**src/rtl/mem_pkg.sv**
```systemverilog
// Shared definitions for the load/store adapter: access-size encodings,
// controller states and lane-position helpers.
package mem_pkg;

  localparam logic [1:0] MEM_B = 2'b00;
  localparam logic [1:0] MEM_H = 2'b01;
  localparam logic [1:0] MEM_W = 2'b10;
  localparam logic [1:0] MEM_X = 2'b11;

  localparam logic [31:0] BYTE_MASK = 32'h0000_00FF;
  localparam logic [31:0] HALF_MASK = 32'h0000_FFFF;

  typedef enum logic [2:0] {
    ST_IDLE    = 3'd0,
    ST_RD      = 3'd1,
    ST_RD_WAIT = 3'd2,
    ST_WR      = 3'd3,
    ST_RESP    = 3'd4
  } state_t;

  // Bit offset of the addressed lane inside the 32-bit word.
  function automatic logic [4:0] lane_shift(input logic [1:0] size, input logic [1:0] addr_lo);
    if (size == MEM_H) begin
      lane_shift = {addr_lo[1], 4'b0000};
    end else begin
      lane_shift = {addr_lo, 3'b000};
    end
  endfunction

endpackage

```
**src/rtl/mem_lane_fmt.sv**
```systemverilog
// Lane formatting: extracts and extends load data from a RAM word, and merges
// sub-word store data into a RAM word leaving the other lanes untouched.
module mem_lane_fmt
  import mem_pkg::*;
(
  input  logic [31:0] word,
  input  logic [1:0]  addr_lo,
  input  logic [1:0]  size,
  input  logic        is_unsigned,
  input  logic [31:0] wdata,
  output logic [31:0] load_data,
  output logic [31:0] merged
);

  logic [4:0]  shift_s;
  logic [31:0] shifted_s;

  // Lane extract/extend for loads and lane merge for stores.
  always_comb begin
    shift_s   = lane_shift(size, addr_lo);
    shifted_s = word >> shift_s;
    load_data = 32'h0000_0000;
    merged    = word;
    case (size)
      MEM_B: begin
        load_data = {{24{~is_unsigned & shifted_s[7]}}, shifted_s[7:0]};
        merged    = (word & ~(BYTE_MASK << shift_s)) | ((wdata & BYTE_MASK) << shift_s);
      end
      MEM_H: begin
        load_data = {{16{~is_unsigned & shifted_s[15]}}, shifted_s[15:0]};
        merged    = (word & ~(HALF_MASK << shift_s)) | ((wdata & HALF_MASK) << shift_s);
      end
      MEM_W: begin
        load_data = word;
        merged    = wdata;
      end
      default: begin
        load_data = 32'h0000_0000;
        merged    = word;
      end
    endcase
  end

endmodule

```
**src/rtl/mem_access_unit.sv**
```systemverilog
// Load/store adapter between the core memory stage and a word-only synchronous
// RAM; sub-word stores are done as read-modify-write.
module mem_access_unit
  import mem_pkg::*;
#(
  parameter int unsigned RAM_SIZE = 32768
) (
  input  logic        clk,
  input  logic        rst_n,
  input  logic        req_valid,
  output logic        req_ready,
  input  logic [31:0] req_addr,
  input  logic [31:0] req_wdata,
  input  logic        req_write,
  input  logic [1:0]  req_size,
  input  logic        req_unsigned,
  output logic        rsp_valid,
  input  logic        rsp_ready,
  output logic [31:0] rsp_rdata,
  output logic        rsp_err,
  output logic        ram_enable,
  output logic        ram_write,
  output logic [31:0] ram_addr,
  output logic [31:0] ram_wdata,
  input  logic [31:0] ram_rdata
);

  localparam logic [31:0] RAM_LIMIT = 32'(RAM_SIZE);

  state_t      state_r, state_next_s;
  logic [31:0] addr_r, wdata_r, merge_r, rsp_rdata_r;
  logic        write_r, unsigned_r, rsp_valid_r, rsp_err_r;
  logic [1:0]  size_r;
  logic        accept_s, req_err_s;
  logic [31:0] load_data_s, merged_s;

  assign accept_s  = (state_r == ST_IDLE) & req_valid;
  assign req_err_s = (req_size == MEM_X)
                   | ((req_size == MEM_H) & req_addr[0])
                   | ((req_size == MEM_W) & (req_addr[1:0] != 2'b00))
                   | (req_addr >= RAM_LIMIT);

  mem_lane_fmt u_fmt (
    .word        (ram_rdata),
    .addr_lo     (addr_r[1:0]),
    .size        (size_r),
    .is_unsigned (unsigned_r),
    .wdata       (wdata_r),
    .load_data   (load_data_s),
    .merged      (merged_s)
  );

  // Next-state selection.
  always_comb begin
    state_next_s = state_r;
    case (state_r)
      ST_IDLE: begin
        if (!req_valid) begin
          state_next_s = ST_IDLE;
        end else if (req_err_s) begin
          state_next_s = ST_RESP;
        end else if (req_write && (req_size == MEM_W)) begin
          state_next_s = ST_WR;
        end else begin
          state_next_s = ST_RD;
        end
      end
      ST_RD:      state_next_s = ST_RD_WAIT;
      ST_RD_WAIT: state_next_s = write_r ? ST_WR : ST_RESP;
      ST_WR:      state_next_s = ST_RESP;
      ST_RESP:    state_next_s = rsp_ready ? ST_IDLE : ST_RESP;
      default:    state_next_s = ST_IDLE;
    endcase
  end

  // RAM port decode from the current state and the latched request.
  always_comb begin
    ram_enable = 1'b0;
    ram_write  = 1'b0;
    ram_addr   = 32'h0000_0000;
    ram_wdata  = 32'h0000_0000;
    case (state_r)
      ST_RD: begin
        ram_enable = 1'b1;
        ram_addr   = {addr_r[31:2], 2'b00};
      end
      ST_WR: begin
        ram_enable = 1'b1;
        ram_write  = 1'b1;
        ram_addr   = {addr_r[31:2], 2'b00};
        ram_wdata  = merge_r;
      end
      default: begin
        ram_enable = 1'b0;
      end
    endcase
  end

  // State, request latches, merge buffer and response registers.
  always_ff @(posedge clk) begin
    if (!rst_n) begin
      state_r     <= ST_IDLE;
      addr_r      <= 32'h0000_0000;
      wdata_r     <= 32'h0000_0000;
      merge_r     <= 32'h0000_0000;
      write_r     <= 1'b0;
      size_r      <= MEM_B;
      unsigned_r  <= 1'b0;
      rsp_valid_r <= 1'b0;
      rsp_err_r   <= 1'b0;
      rsp_rdata_r <= 32'h0000_0000;
    end else begin
      state_r     <= state_next_s;
      rsp_valid_r <= (state_next_s == ST_RESP);
      if (accept_s) begin
        addr_r      <= req_addr;
        wdata_r     <= req_wdata;
        merge_r     <= req_wdata;
        write_r     <= req_write;
        size_r      <= req_size;
        unsigned_r  <= req_unsigned;
        rsp_err_r   <= req_err_s;
        rsp_rdata_r <= 32'h0000_0000;
      end else if (state_r == ST_RD_WAIT) begin
        if (write_r) begin
          merge_r <= merged_s;
        end else begin
          rsp_rdata_r <= load_data_s;
        end
      end
    end
  end

  assign req_ready = (state_r == ST_IDLE);
  assign rsp_valid = rsp_valid_r;
  assign rsp_err   = rsp_err_r;
  assign rsp_rdata = rsp_rdata_r;

endmodule

```
**config.mk**
```make
export PLATFORM = sky130hd
export DESIGN_NAME = mem_access_unit
export DESIGN_NICKNAME = d
export VERILOG_FILES = /design/src/rtl/mem_pkg.sv /design/src/rtl/mem_lane_fmt.sv /design/src/rtl/mem_access_unit.sv
export SDC_FILE = /design/constraint.sdc
export NUM_CORES = 1
export LEC_CHECK = 0
export CAP_MARGIN = 20
export CORE_MARGIN = 5
export CORE_UTILIZATION = 25
export CTS_CLUSTER_DIAMETER = 120
export DETAILED_ROUTE_END_ITERATION = 12
export PLACE_DENSITY = 0.51
export SYNTH_ARGS = -nofsm -noshare
export SYNTH_HDL_FRONTEND = slang
export SYNTH_SLANG_ARGS = --single-unit
export TNS_END_PERCENT = 20
```
**constraint.sdc**
```tcl
create_clock -name clk -period 2.3 [get_ports clk]
set_clock_uncertainty 0.15 [all_clocks]
set_input_delay 0.23 -clock clk [delete_from_list [all_inputs] [get_ports clk]]
set_output_delay 0.23 -clock clk [all_outputs]
set_load 0.1 [all_outputs]
```
==> metrics <==
clock buffer depth=2; GR Layer Usage met2=about 29%; I/O Buffers=~200; Reg2Reg Setup Slack=roughly 0.10 ns; fin cells=roughly 1500; Cell variety after synth=between 50 and 60; Wirelength per Cell=about 20 um; worst endpoint required time=between 1.5 and 2 ns; Initial Util=around a quarter; unrepaired setup endpoints after global routing=no; area delta synth->final=54.9%; maximum clock frequency=roughly 0.45 GHz; Power, Total=roughly 6.4 mW; pwr dens=roughly 580 nW/um2; Post-DP HPWL=about 21 mm; IO Pins=slightly above 200; startpoint types=flip-flop; Worst-Margin Slew=0.541 ns; Hold Crit Class=in2reg; Clock power frac=around 45%; max cap viols=0; worst r2r src=addr_r[1]$_SDFFE_PN0P_; Yosys reg bits=about 140; CP Max Fanout=16; Final setup viols=0; Comb power frac=~15%; Rows=61; global route hottest layer=met2; top cells by area, synth=dfxtp_1 (39%), nand2_1 (9.5%), a21boi_0 (6.8%); post-synthesis async set-or-reset flop share=0%; syn_area_per_cell=approximately 8 um2; hold-fix buffers at CTS=0; CTS tree=built; period utilisation layout=96.1%; CTS buffer count=17; Die Y=around 180 um; largest net degree at the start of global routing=about 60; crit path to=ram_wdata[22]; share of Yosys cell area claimed by the top area cell type=38.6%; Hold Fails Final Rpt=0; routed vias/inst=a little under 5; WP data arrival=1.83 ns; initial antenna violation count=0; antenna viol nets, final=0; Clk Tree Root Cell=clkbuf_16; critical path class=reg2out; slowest CP cell=dfxtp_2; nets=about 1200; Total Neg Setup Slack=0 ns; met1 Use GR=a little under a quarter; vias in the first global route=7148; clock transition at the registers of the reported paths=0.06 ns; Critical R2R Capture=rsp_rdata[27]$_SDFFE_PP0P_; core region area=27900 um2; post-layout minimum cycle time=approximately 2.2 ns; Sw Ratio=28.5%; H-tree levels=4; R2R cell count=6; Yosys top cell by area=dfxtp_1; routing usage on met3=around 3.6%; Die ar.=31900 um2; switching power=roughly 1.8 mW; Peak VDD IR=approximately 540 uV; Congestion Overflow GR=0; Worst setup EP type=primary output; Post-Synthesis Cell Area=roughly 7100 um2; DRC viols=0; Slew Viols, Final=0; Pint=4.57 mW; DRT iter0 DRCs=between 500 and 600; Pre-antenna DRT Iters=5; Total GRT Usage=17.6%; Diodes inserted=0; CP max stage delay=0.34 ns; Die Wd=between 150 and 200 um; Top FF cell, synth=dfxtp_1; Worst setup startpoint=state_r[0]$_SDFF_PN0_; first-pass GRT wire length=between 40 and 50 mm; # fillers=roughly 2900; clk sinks=~140; Routability Congestion=0.855; slew margin rel.=a little under two thirds; DP Cell Count=1443; Util after Layout=about 39%; synth warn=0; worst skew pair latency=roughly 0.43 ns; Cells after Synth=886; vias after detailed routing=7273; run status=finished clean; layout cell share with drive strength beyond 1=between 20% and 30%; Seq/Total Area, Yosys=38.6%; register share of total power=between 40 and 50%; leakage=roughly 4.2 nW; CP cell instances=buf_4, nor3b_4, buf_4, buf_12, and2_2, buf_12; EDFF count, synth=0; WL final=28.9 mm; hold path depth=2
what timing repair did:
action | in CTS | in global routing
gates cloned | 0 | 1
pin swaps | 0 | 1
setup endpoints to repair | 62 | 61
resized for setup | 3 | 14
setup buffers | 0 | 2
cell usage in the layout, fill, tap and decap left out, types with 6 or more instances in the layout:
cell type          n
nand2_1          180
dfxtp_1          134
clkdlybuf4s50_1  102
buf_4             83
buf_12            72
a21boi_0          64
and2_1            57
o21ai_0           52
a21oi_1           49
nor2_1            42
mux2i_1           28
inv_1             25
a221oi_1          24
nand3_1           18
clkbuf_16         18
o221ai_1          17
a211oi_1          10
o211ai_1           9
a21o_1             8
mux4_2             7
a211o_1            6
a32oi_1            6
a311oi_1           6
metal layers:
metal,vias up,wire [um]
met5,-,0
met4,0,523
met3,30,1650
met2,239,13700
met1,3495,13100
li1,3509,-
cells by family (layout without fill, tap and decap cells):
kind of cell / after synthesis / count (layout) / share of synthesized area (%)
AO/OA/AOI/OAI: 271 / 271 / 26.2
buffers and inverters: 104 / 317 / 6.26
flip-flops: 137 / 137 / 38.6
adder cells (fa/ha/maj): 4 / 4 / 0.704
other: 1 / 2 / 0.0527
AND/OR/NAND/NOR: 334 / 334 / 22.0
multiplexers: 35 / 35 / 6.16
through the flow:
step	cell area [um2]	hold WS [ns]	setup WS, ns
6_report	11000	0.0578	0.0899
5_1_grt	11000	0.0552	0.00497
4_1_cts	10900	0.0425	0.0199
3_5_place_dp	10300	0.291	0.0574
3_3_place_gp	10300	0.288	0.100
2_1_floorplan	7130	0.190	-0.238
flip-flops by register name (all words and copies together) (netlist names):
signal      cells
state_r         3
merge_r        32
addr_r         32
size_r          2
rsp_valid       1
rsp_err         1
wdata_r        32
unsigned_r      1
rsp_rdata      32
write_r         1
power by group through the flow:
stage	sequential, mW	clock (mW)	combinational [mW]
global route	2.60	3.01	1.05
finish	2.58	2.85	0.969
CTS	2.58	2.90	0.969
detailed placement	2.63	0	0.964
floorplan	2.62	0	0.482
global placement	2.63	0	0.955
worst min-delay path by stage:
stage / start / to
finish: rst_n / write_r$_SDFFE_PN0P_
global route: rst_n / size_r[1]$_SDFFE_PN0P_
global placement: addr_r[20]$_SDFFE_PN0P_ / addr_r[20]$_SDFFE_PN0P_
detailed placement: addr_r[15]$_SDFFE_PN0P_ / addr_r[15]$_SDFFE_PN0P_
floorplan: req_wdata[17] / merge_r[17]$_SDFFE_PN0P_
CTS: rst_n / write_r$_SDFFE_PN0P_
cell usage after synthesis, drive strengths merged (4+ instances only):
master    n
a21oi    50
mux4      7
nor2     43
a211o     6
a21boi   68
nand2b    4
o211ai    9
nand3    18
a211oi   10
a221oi   24
inv      25
a311oi    6
buf      27
nand2   182
ha        4
and2     65
o221ai   17
o21ai    52
a32oi     6
dfxtp   137
nor2b     4
clkbuf   51
mux2i    28
a21o      8
final cells by class:
cell class,instances,area (um2),area share (%)
Inverter,26,97.6,0.885
Clock inverter,14,163,1.48
Multi-Input combinational cell,646,3990,36.2
Timing Repair Buffer,259,3120,28.3
Tap cell,378,473,4.29
Clock buffer,18,439,3.98
Sequential cell,137,2750,24.9
critical path: cells and delay by family (launching register included):
| family | cells | cell delay, ns |
|---|---|---|
| flip-flops | 1 | 0.34 |
| buffers and inverters | 4 | 0.65 |
| AND/OR/NAND/NOR | 2 | 0.40 |
No activity file was read; power rests on OpenSTA's default activity.
==> RTL change (same settings) <==
Encoding of `state_t`: now Gray code (3 bits for 5 states).
--- a/src/rtl/mem_pkg.sv
+++ b/src/rtl/mem_pkg.sv
@@ -13,7 +13,7 @@
   typedef enum logic [2:0] {
-    ST_IDLE    = 3'd0,
-    ST_RD      = 3'd1,
-    ST_RD_WAIT = 3'd2,
-    ST_WR      = 3'd3,
-    ST_RESP    = 3'd4
+    ST_IDLE    = 3'b000,
+    ST_RD      = 3'b001,
+    ST_RD_WAIT = 3'b011,
+    ST_WR      = 3'b010,
+    ST_RESP    = 3'b110
   } state_t;
Function: same outputs for any inputs over 4 cycles, from zero or initial values and one cycle with rst_n low; so few cycles prove little.
==> RTL change against the unedited design <==
- utilization shrank 0.52 points
- sequential cell count is the same
- wire length shrank 3.5%
- synthesized area is 2.2% higher
- setup slack got worse by 0.058 ns
- maximum frequency is 2.6% lower
- final area increased by 1.4%
- critical path type unchanged
- highest routed layer is now met5
Power is not compared: it rests on default switching activity, and its combinational part moved more than twofold at a synthesized area within 25%.
==> RTL change: results (changes against the unedited design) <==
stage	metric	value	unit	change
logic_synthesis	synth-async-reset-ratio	0	%	unchanged
route	vias_per_cell	4.92		about the same
worst_setup_path	cp-startpoint	state_r[1]		
cells_and_area	drive_gt1_share	25.3	%	+4.9 points
power_and_ir_drop	vdd_drop_max	0.412	mV	
logic_synthesis	synth_compound_area_share	27.0	%	+0.80 points
global_routing	track_usage	16.6	%	-1.0 points
logic_synthesis	synth_fa_ha_area_share	0.689	%	-0.015 points
sta	worstMarginPinSlew	0.872	ns	+0.331 ns
cts	clockRootBuffer	clkbuf_16		
route	drt_iter0_drc	477		-19%
global_routing	grt_max_degree	81		+37%
logic_synthesis	synthMuxAreaShare	6.61	%	+0.45 points
worst_setup_path	cp.arrival	1.89	ns	+0.06 ns
logic_synthesis	ys_warn_count	0		unchanged
placed_design	dpl-instance-area	10500	µm²	+1.3%
worst_setup_path	cp_max_fo	15		-1
global_routing	grt_pass1_vias	6992		-2.2%
cts	postCtsSetupBuffers	1		+1
hold_path	hold_path.class	in2reg		
logic_synthesis	synth_top_family_by_area	compound AO/OA/AOI/OAI gates		
cts	cts_resized	10		+7
placed_design	gp_congestion	0.851		-0.51%
cts	clk_path_buf_depth	2		unchanged
logic_synthesis	ys_seq_area_share	37.7	%	-0.82 points
power_and_ir_drop	power_leakage	0.00420	µW	
cts	cts_made_buffers	17		unchanged
logic_synthesis	synth_xor_area_share	0.121	%	+0.12 points
global_routing	grt_antenna_before_repair	2		+2
cells_and_area	nets	1150		-3.8%
logic_synthesis	synth_cell_types	61		+11%
logic_synthesis	synth_top_cells_by_area	dfxtp_1 38%, nand2_1 8.1%, and2_1 5.9%		
global_routing	grt-ovfl-total	0		unchanged
route	wl_per_cell	19.4	µm	-0.87%
route	routed_wl	27.9	mm	-3.5%
cts	clock_latency	0.42	ns	
worst_setup_path	r2r_start	size_r[0]		
placed_design	dp_hpwl	20.5	mm	-3.4%
route	first_pass_iters	5		unchanged
logic_synthesis	avgSynthCellArea	8.68	µm²	+8.1%
global_routing	grt_pass1_wl	43.0	mm	about the same
cts	clk_pin_slew_worst_paths	0.07	ns	
cts	ctsHoldBuffers	1		+1
cells_and_area	n_antenna_cell	0		unchanged
logic_synthesis	synthTopCellsByCount	157 x nand2_1, 137 x dfxtp_1, 68 x and2_1, 56 x a21boi_0, 39 x a221oi_1		
hold_path	min_from	req_addr[14]		
placed_design	dpl_worst_slack	0.110	ns	+0.0521 ns
status	status	complete, no violations		
placed_design	io_buffers	202		unchanged
[RTL change: changes by cell type in the layout (fill, tap and decap cells not counted), sizes merged, moves of 15 or more]
cell / unedited run / this run
a21o: 8 / 23
nor2: 43 / 25
mux2: 0 / 24
mux2i: 28 / 3
nand2: 182 / 159
inv: 31 / 11
a221oi: 24 / 39
o21ai: 52 / 31
a21oi: 50 / 10
o221ai: 17 / 1
a221o: 0 / 23
[RTL change: cell type report]
cell class	count	area [µm²]
clock inverters	14	140
fillers	2950	17500
repair buffers	260	3120
flip-flops and latches	137	2750
inverters	6	27.5
well taps	384	480
multi-input cells	620	4230
clock buffers	18	429
[RTL change: worst paths after layout]
path                                     end  slack (ns)  depth (start not counted)
worst max-delay path            ram_addr[12]        0.03                          7
worst min-delay path              addr_r[14]        0.20                          3
worst max register to register   merge_r[30]        0.18                          8
worst min register to register    addr_r[24]        0.30                          2
[RTL change: kinds of logic (layout without fill, tap and decap cells)]
logic type,count (synthesis),after routing
DFF,137,137
muxes,35,35
xor gates and xnor gates,1,1
other,1,2
and+or+nand+nor,323,323
buffers and inverters,81,298
AOI/OAI and AO/OA,255,255
adders and majority gates,4,4
[RTL change: metal layers]
layer,up-vias,global-route usage [%],routed length (µm)
met5,-,0,24
met2,223,26.7,13100
met1,3387,22.1,12600
li1,3445,-,-
met3,22,4.99,1890
met4,4,3.33,314
[RTL change: power groups by stage]
stage	logic, µW	registers, µW	clock network, µW
after floorplan	2110	2900	0
after global placement	3400	2920	0
after detailed placement	3410	2920	0
after CTS	3500	2870	2780
after global routing	3750	2920	2880
final	3520	2880	2720
[RTL change: worst max-delay path, cell delays in order, from the launching register on]
cell     delay (ns)
dfxtp_4        0.37
buf_4          0.17
xnor2_1        0.14
nor2_2         0.10
buf_4          0.16
buf_8          0.16
and2_1         0.18
buf_12         0.18
